`src/rtl/stack_rpn_engine.sv`:
```
// -----------------------------------------------------------------------------
// stack_rpn_engine
//
// Reverse-Polish evaluator that drives an external LIFO (push/pop/data_in/
// data_out/full/empty). It never stores operands itself: every operand lives
// in the attached stack, and operators pop their arguments and push the result.
//
// Optional feature: define RPN_MUL_EN to make opcode 5 a multiply (low DATA_W
// bits of a*b). Without it, opcode 5 is illegal and no multiplier is built.
//
// Ports
//   clk           clock, rising edge
//   rstN          synchronous reset, ACTIVE-HIGH despite the name
//   tok_valid     token offered by the front end
//   tok_ready     engine accepts a token this cycle (IDLE only)
//   tok_is_op     1 = tok_data is an opcode, 0 = operand
//   tok_data      operand value or opcode
//   stk_push      push strobe to the stack
//   stk_pop       pop strobe to the stack
//   stk_data_in   write data to the stack
//   stk_data_out  stack read data, valid the cycle after a pop
//   stk_full      stack full flag
//   stk_empty     stack empty flag
//   res_valid     one-cycle pulse when EMIT presents a result
//   res_data      last EMIT value, held until the next EMIT
//   err           sticky error flag
//   err_code      first error: 1 underflow, 2 overflow, 3 illegal opcode
//   err_clr       clears err/err_code; wins over a same-cycle new error
// -----------------------------------------------------------------------------
module stack_rpn_engine #(
    parameter int DATA_W = 4,
    parameter int DEPTH  = 8
) (
    input  logic              clk,
    input  logic              rstN,
    input  logic              tok_valid,
    output logic              tok_ready,
    input  logic              tok_is_op,
    input  logic [DATA_W-1:0] tok_data,
    output logic              stk_push,
    output logic              stk_pop,
    output logic [DATA_W-1:0] stk_data_in,
    input  logic [DATA_W-1:0] stk_data_out,
    input  logic              stk_full,
    input  logic              stk_empty,
    output logic              res_valid,
    output logic [DATA_W-1:0] res_data,
    output logic              err,
    output logic [1:0]        err_code,
    input  logic              err_clr
);

    // DEPTH only documents the attached stack; full/empty come from the stack.
    if (DEPTH < 2) begin : g_depth_check
        $error("stack_rpn_engine: DEPTH must be at least 2");
    end

    localparam logic [DATA_W-1:0] OP_ADD  = DATA_W'(0);
    localparam logic [DATA_W-1:0] OP_SUB  = DATA_W'(1);
    localparam logic [DATA_W-1:0] OP_AND  = DATA_W'(2);
    localparam logic [DATA_W-1:0] OP_OR   = DATA_W'(3);
    localparam logic [DATA_W-1:0] OP_XOR  = DATA_W'(4);
`ifdef RPN_MUL_EN
    localparam logic [DATA_W-1:0] OP_MUL  = DATA_W'(5);
`endif
    localparam logic [DATA_W-1:0] OP_DUP  = DATA_W'(6);
    localparam logic [DATA_W-1:0] OP_EMIT = DATA_W'(7);
    localparam logic [DATA_W-1:0] OP_DROP = DATA_W'(8);

    localparam logic [1:0] ERR_UNDER   = 2'd1;
    localparam logic [1:0] ERR_OVER    = 2'd2;
    localparam logic [1:0] ERR_ILLEGAL = 2'd3;

    typedef enum logic [2:0] {
        S_IDLE, S_PUSH, S_PUSH2, S_POPB, S_WAITB, S_POPA, S_WAITA, S_ERR
    } state_t;

    state_t            state;
    logic [DATA_W-1:0] op_q;       // opcode latched at accept
    logic [DATA_W-1:0] b_q;        // top-of-stack operand (b)
    logic [DATA_W-1:0] pushval;    // value presented on stk_data_in
    logic [1:0]        pend_code;  // error code carried into S_ERR

    function automatic logic is_binop(input logic [DATA_W-1:0] op);
        logic r;
        r = (op == OP_ADD) || (op == OP_SUB) || (op == OP_AND) ||
            (op == OP_OR)  || (op == OP_XOR);
`ifdef RPN_MUL_EN
        r = r || (op == OP_MUL);
`endif
        return r;
    endfunction

    // a = second-from-top, b = top; all results wrap modulo 2^DATA_W.
    function automatic logic [DATA_W-1:0] alu(input logic [DATA_W-1:0] op,
                                              input logic [DATA_W-1:0] a,
                                              input logic [DATA_W-1:0] b);
        logic [DATA_W-1:0] r;
        r = '0;
        case (op)
            OP_ADD:  r = a + b;
            OP_SUB:  r = a - b;
            OP_AND:  r = a & b;
            OP_OR:   r = a | b;
            OP_XOR:  r = a ^ b;
`ifdef RPN_MUL_EN
            OP_MUL:  r = a * b;
`endif
            default: r = '0;
        endcase
        return r;
    endfunction

    assign tok_ready   = (state == S_IDLE);
    // pushval is a register, so the stack write data is still a registered output.
    assign stk_data_in = pushval;

    always_ff @(posedge clk) begin
        // NOTE: non-blocking assignments throughout, so every branch below reads
        // the pre-edge value of each register regardless of statement order.
        if (rstN) begin
            // NOTE: every register is reset (there is no memory array here), so a
            // reset mid-token leaves no stale strobe or partial push behind.
            state     <= S_IDLE;
            op_q      <= '0;
            b_q       <= '0;
            pushval   <= '0;
            pend_code <= '0;
            stk_push  <= 1'b0;
            stk_pop   <= 1'b0;
            res_valid <= 1'b0;
            res_data  <= '0;
            err       <= 1'b0;
            err_code  <= '0;
        end else begin
            // Strobes are single-cycle unless a transition below re-asserts them.
            stk_push  <= 1'b0;
            stk_pop   <= 1'b0;
            res_valid <= 1'b0;

            if (err_clr) begin
                err      <= 1'b0;
                err_code <= '0;
            end

            case (state)
                S_IDLE: begin
                    if (tok_valid) begin
                        op_q <= tok_data;
                        if (!tok_is_op) begin
                            if (stk_full) begin
                                pend_code <= ERR_OVER;
                                state     <= S_ERR;
                            end else begin
                                pushval  <= tok_data;
                                stk_push <= 1'b1;
                                state    <= S_PUSH;
                            end
                        end else if (is_binop(tok_data)) begin
                            if (stk_empty) begin
                                pend_code <= ERR_UNDER;
                                state     <= S_ERR;
                            end else begin
                                stk_pop <= 1'b1;
                                state   <= S_POPB;
                            end
                        end else if (tok_data == OP_DUP) begin
                            // DUP is net +1 entry, so it needs one free slot.
                            if (stk_empty) begin
                                pend_code <= ERR_UNDER;
                                state     <= S_ERR;
                            end else if (stk_full) begin
                                pend_code <= ERR_OVER;
                                state     <= S_ERR;
                            end else begin
                                stk_pop <= 1'b1;
                                state   <= S_POPA;
                            end
                        end else if (tok_data == OP_EMIT || tok_data == OP_DROP) begin
                            if (stk_empty) begin
                                pend_code <= ERR_UNDER;
                                state     <= S_ERR;
                            end else begin
                                stk_pop <= 1'b1;
                                state   <= S_POPA;
                            end
                        end else begin
                            pend_code <= ERR_ILLEGAL;
                            state     <= S_ERR;
                        end
                    end
                end

                S_POPB: state <= S_WAITB;

                S_WAITB: begin
                    b_q <= stk_data_out;
                    // Empty after popping b means there is no a: b is discarded.
                    if (stk_empty) begin
                        pend_code <= ERR_UNDER;
                        state     <= S_ERR;
                    end else begin
                        stk_pop <= 1'b1;
                        state   <= S_POPA;
                    end
                end

                S_POPA: state <= S_WAITA;

                S_WAITA: begin
                    // stk_data_out is operand a here.
                    if (is_binop(op_q)) begin
                        pushval  <= alu(op_q, stk_data_out, b_q);
                        stk_push <= 1'b1;
                        state    <= S_PUSH;
                    end else if (op_q == OP_DUP) begin
                        pushval  <= stk_data_out;
                        stk_push <= 1'b1;
                        state    <= S_PUSH2;
                    end else if (op_q == OP_EMIT) begin
                        res_data  <= stk_data_out;
                        res_valid <= 1'b1;
                        state     <= S_IDLE;
                    end else begin
                        state <= S_IDLE;
                    end
                end

                S_PUSH2: begin
                    stk_push <= 1'b1;
                    state    <= S_PUSH;
                end

                S_PUSH: state <= S_IDLE;

                S_ERR: begin
                    // First error wins; a clear in the same cycle wins over both.
                    if (!err_clr && !err) begin
                        err      <= 1'b1;
                        err_code <= pend_code;
                    end
                    state <= S_IDLE;
                end

                default: state <= S_IDLE;
            endcase
        end
    end

endmodule
```
`config.mk`:
```
export PLATFORM = sky130hd
export DESIGN_NAME = stack_rpn_engine
export DESIGN_NICKNAME = d
export VERILOG_FILES = /design/src/rtl/stack_rpn_engine.sv
export SDC_FILE = /design/constraint.sdc
export NUM_CORES = 1
export LEC_CHECK = 0
export BUFFER_PORTS_ARGS = -buffer_cell sky130_fd_sc_hd__buf_2
export CELL_PAD_IN_SITES_DETAIL_PLACEMENT = 0
export CELL_PAD_IN_SITES_GLOBAL_PLACEMENT = 1
export CORE_MARGIN = 5
export CORE_UTILIZATION = 41
export CTS_BUF_LIST = sky130_fd_sc_hd__clkbuf_16
export DETAILED_ROUTE_END_ITERATION = 10
export GPL_ROUTABILITY_DRIVEN = 0
export GPL_TIMING_DRIVEN = 0
export HOLD_SLACK_MARGIN = 0.15
export PLACE_DENSITY_LB_ADDON = 0.1
export SLEW_MARGIN = 0
export SYNTH_ARGS = -nofsm -noshare
export SYNTH_HDL_FRONTEND = slang
export SYNTH_SLANG_ARGS = --single-unit
```
`constraint.sdc`:
```
create_clock -name clk -period 3.1 [get_ports clk]
set_clock_uncertainty 0.05 [all_clocks]
set_input_delay 0.155 -clock clk [delete_from_list [all_inputs] [get_ports clk]]
set_output_delay 0.155 -clock clk [all_outputs]
set_load 0.01 [all_outputs]
```
==> Yosys cells after proc, flatten, opt, wreduce, memory -nomap -nowiden <==
Index checks and enable logic that the tools add are counted.
{ "classes": {"n_reduce_logical": 23, "mux": 50, "n_eq_ne": 24, "add_sub_neg": 2, "bitwise": 6} }
{ "ops": {"columns": ["operator", "n"], "rows": [
  ["two-way mux 2 bit", 17],
  ["== test 4 x 3 -> 1 bit (second input constant)", 6],
  ["case mux 3 bit (7 select lines)", 1],
  ["two-way mux 4 bit", 5],
  ["case mux 4 bit (5 select lines)", 1],
  ["two-way mux 3 bit", 6],
  ["== test 4 x 2 -> 1 bit (second input constant)", 4],
  ["two-way mux 1 bit", 16],
  ["== test 3 bit (second input constant)", 4],
  ["logical OR 1 bit", 9],
  ["== test 4 x 1 -> 1 bit (second input constant)", 2],
  ["logical NOT 4 bit", 2],
  ["case mux 4 bit (2 select lines)", 1],
  ["== test 3 x 2 -> 1 bit (second input constant)", 2],
  ["inequality test 2 bit (second input constant)", 3],
  ["AND reduction 5 bit", 1],
  ["adder 4 bit", 1],
  ["AND 4 bit", 1],
  ["== test 4 bit (second input constant)", 1],
  ["bitwise OR 4 bit", 1],
  ["case mux 2 bit (2 select lines)", 1],
  ["AND reduction 2 bit", 2],
  ["AND reduction 4 bit", 1],
  ["nonzero test 2 bit", 2],
  ["other kinds (12)", 15]
]} }
{ "word_totals": {"input_bits": 15, "register_bits": 27, "out_inout_bits": 15, "wordCells": 116} }

==> Depth between registers and ports, before layout <==
{ "depth": {"depth_word": 9, "mapped_depth": 12, "depth_no_buf": 11} }

==> Worst setup path before layout <==
OpenSTA, ideal clock, no wires.
{ "synth_path": {"path_kind": "register -> register", "start": "reg op_q[3]", "end": "reg pushval[3], in the netlist stk_data_in[3]", "setup_ps": 86, "stages_incl_launch_ff": 13, "synth_period_minus_slack_ps": 2245, "t_arrival_ps": 2110, "required_ps": 2964, "setup_slack_ps": 855, "path_buffers": 1, "cell_sequence": "dfxtp_1 clkbuf_1 nor3_2 nand2_1 nor2_1 a21o_1 inv_1 ha_1 nor2b_1 o21ai_0 a21bo_2 mux2_2 a211oi_1"} }
{ "synth_via": {"elab_chain_len": 7, "elab_cells_between_ends": 15, "classes_between": "eq/ne: 6; mux: 3; reduce/logical: 6"} }
{ "synth_lines": {"columns": ["element", "line_no", "text"], "rows": [
  ["start, declared", "79", "logic [DATA_W-1:0] op_q;"],
  ["start signal, assigned", "149", "op_q <= tok_data;"],
  ["== test 4 x 1 -> 1 bit or logical NOT 4 bit (tied branches)", "86, 100", null],
  ["logical OR 1 bit (3 in series)", "86", "r = (op == OP_ADD) || (op == OP_SUB) || (op == OP_AND) ||"],
  ["logical OR 1 bit", "87", "(op == OP_OR) || (op == OP_XOR);"],
  ["inequality test 3 bit (no source line) or two-way mux 4 bit (tied branches)", null, null],
  ["AND reduction 5 bit (no source line) or case mux 4 bit (2 select lines) (tied branches)", null, null],
  ["end signal, assigned", "155", "pushval <= tok_data;"],
  ["end signal, assigned", "213", "pushval <= alu(op_q, stk_data_out, b_q);"],
  ["end signal, assigned", "217", "pushval <= stk_data_out;"],
  ["end, declared", "81", "logic [DATA_W-1:0] pushval;"]
]} }
Parallel ways exist; a longest one is shown, timed or not.
A chain may end at the register's enable or synchronous reset.

==> Worst setup path after layout <==
{ "layout_path": {"start": "reg op_q[3]", "end": "reg pushval[2], in the netlist stk_data_in[2]"} }
The elaborated chain is that of the path after synthesis.

==> results.cfg <==
[die]
rows = 24
die_area_sq_um = 5860
die_y_um = 76.5
die_w_um = 76.5
floorplan.initialDensity_pct = 42.0
core_area_sq_um = 4320
io_pins = 30

[layout]
num-nets-final = 292
synthToLayoutAreaGrowth_pct = 16.2
nFillCells = 463
num_antenna_cells = 0
stdcell_count = 315
final_area_sq_um = 2110
layout-drive-gt1-share_pct = 16.7

[worst_setup_path]
startpoint = op_q[3]$_SDFFE_PP0P_
reg2reg_slack_ns = 0.60
r2r-end = stk_data_in[2]$_SDFFE_PP0P_
path_cells = clkbuf_1 > nor3_2 > nand2_1 > a21o_1 > fa_1 > xnor2_1 > a2bb2oi_1 > o21ai_0 > o221ai_1 > a31oi_1
crit_path_top_delay_cell = fa_1
ff2ff_path_depth = 10
cp.arrival_ns = 2.65
cp-end-kind = register
crit_buf_inv = 1
path_class = register to register
worst-path-stages = 10
crit_path_end = stk_data_in[2]$_SDFFE_PP0P_
r2r_start = op_q[3]$_SDFFE_PP0P_
worstPathMaxFanout = 8
slowest_delay_ns = 0.40
path_delay_family = compound AO/OA/AOI/OAI gates
required_ns = 3.25
start_kind = register

[placed_design]
dp_hpwl_um = 3560
dp_cells = 309
postPlaceCellArea_sq_um = 2010
dp_worst_setup_slack_ns = 0.631
io_buffers = 26

[pwr]
p_leak_nw = 0.872
power_density_nw_per_um2 = 469
power.total_uw = 989
ir_drop_mv = 0.297

[synthesis]
synth_most_common_cell = dfxtp_1
synth-edff-count = 0
synth_async_sr_flop_share_pct = 0
syn_area_per_cell_sq_um = 7.85
synthCells = 231
synth_top_area_share_pct = 29.8
synth_commonest_cells = dfxtp_1, nor2_1, nand2_1
synth_top_area_cell = dfxtp_1
ys_ff_latch = 27
synth.distinct_cells = 50
ys_top_cells_by_area = dfxtp_1, ha_1, a21oi_1
ys_warn_count = 0
ys.flop_type = dfxtp_1
ys_seq_area_share_pct = 29.8
synth_fp_nets = 259
syn_area_sq_um = 1810

[detailed_routing]
wirelength_um = 4750
antenna_left = 0
dr.pass1.iters = 4
drt_iter0_drc = 160
vias_per_cell = 5.43
drc = 0
route.vias.total = 1712
wire_per_inst_um = 15.1

[global_route]
antenna_found_initial = 0
use_met1_pct = 26.5
grt_pass1_vias = 1553
grt-ovfl-total = 0
busiest_layer = met1
grtUsageTotal_pct = 16.7
use_met2_pct = 22.2
grt_pass1_wl_um = 7960
grt_max_degree = 15
met3_usage_pct = 3.07

[run_status]
outcome = finished clean

[sta]
setup_slack_ns = 0.599
max_slew.worst_pin.slew_ns = 0.578
maxSlewHeadroom_pct = 61.3
grt_setup_unrepaired = false
finalCritPeriodShare_pct = 80.7
fmax_ghz = 0.400
report.final.hold_viol_count = 0
tns_ns = 0
layout_min_cycle_time_ns = 2.50
finalMaxSlewViolations = 0
setup_viol = 0

[cts]
cts_tree = yes
cts_buffers = 3
postCtsSetupBuffers = 0
clk_path_buf_depth = 2
cts.clk_slew.worst_paths_ns = 0.07
cts_root_buf = clkbuf_16
clkSinkCount = 27
htreeDepth = 1
insertion_delay_ns = 0.26

[min_path]
hold_start = tok_data[2]
hold_path_class = input port to register

[job]
cap_viol_max_count = 0
==> worst min path at each step <==
stage                                   endpoint  slack (ns)  depth (start not counted)
after floorplan                   err$_SDFF_PP0_        0.18                          1
after global placement    err_code[0]$_SDFF_PP0_        0.31                          2
after detailed placement  err_code[1]$_SDFF_PP0_        0.31                          2
after CTS                   op_q[2]$_SDFFE_PP0P_        0.15                          3
after global routing        op_q[2]$_SDFFE_PP0P_        0.19                          3
final                       op_q[2]$_SDFFE_PP0P_        0.16                          3
==> placed cells by master, fill, tap and decap left out, types with 8 or more instances in the layout <==
master and instances:
ha_1 12, buf_2 30, clkbuf_1 9, dfxtp_1 27, inv_1 18, nor3_1 8
nand2_1 24, o21ai_0 12, a21oi_1 20, nor2_1 25
==> final cells by class <==
cell class	instances	area (sq um)	area share, %
Tap cell	52	65.1	3.09
Clock buffer	3	75.1	3.56
Inverter	17	63.8	3.03
Clock inverter	1	3.75	0.178
Sequential cell	27	541	25.6
Multi-Input combinational cell	172	1140	54.1
Buffer	15	68.8	3.26
Timing Repair Buffer	28	150	7.12
==> layer usage <==
layer	part of all wire [%]	vias up	wire length, um
met3	4.8	6	229
li1	-	880	-
met5	0	-	0
met1	54	784	2560
met2	40	42	1890
met4	1.3	0	64
==> where the power goes <==
part / internal (mW) / total (mW) / leakage, nW / switching (mW)
Sequential: 0.370 / 0.386 / 0.220 / 0.0163
Combinational: 0.123 / 0.302 / 0.610 / 0.179
Clock: 0.173 / 0.300 / 0.0423 / 0.127
Total: 0.666 / 0.989 / 0.872 / 0.322
==> worst register-to-register path: stages, from the launching register on <==
cell and delay [ns]:
dfxtp_1 0.30, clkbuf_1 0.21, nor3_2 0.31, nand2_1 0.11
a21o_1 0.23, fa_1 0.40, xnor2_1 0.18, a2bb2oi_1 0.08
o21ai_0 0.21, o221ai_1 0.18, a31oi_1 0.19
==> flip-flops by register name, indices dropped and copies added (netlist names), 2 cells and up <==
register / flops
b_q: 4
err_code: 2
op_q: 4
pend_code: 2
res_data: 4
state: 3
stk_data_in: 4
==> cells by family (layout without fill, tap and decap cells) <==
group | after synthesis | in the layout | share of synthesized area (%)
AND/OR/NAND/NOR | 80 | 80 | 22.4
AO/OA/AOI/OAI | 68 | 68 | 25.3
XOR/XNOR | 5 | 5 | 2.41
flip-flops | 27 | 27 | 29.8
buffers and inverters | 32 | 64 | 7.31
multiplexers | 6 | 6 | 3.38
adder cells (fa/ha/maj) | 13 | 13 | 9.38
==> timing repair <==
| action | CTS | global route |
|---|---|---|
| endpoints found under the hold margin | 5 | 0 |
| endpoints found under the setup margin | 0 | 0 |
| gates resized for setup | 0 | 0 |
| hold buffers | 2 | 0 |
==> metrics by stage <==
stage | util [%] | hold slack (ns)
floorplan | - | 0.184
global route | 48.8 | 0.194
finish | 48.8 | 0.160
detailed placement | 46.5 | 0.314
CTS | 48.8 | 0.153
global placement | 46.5 | 0.313
Note: power is estimated with default switching activity, not from simulation.
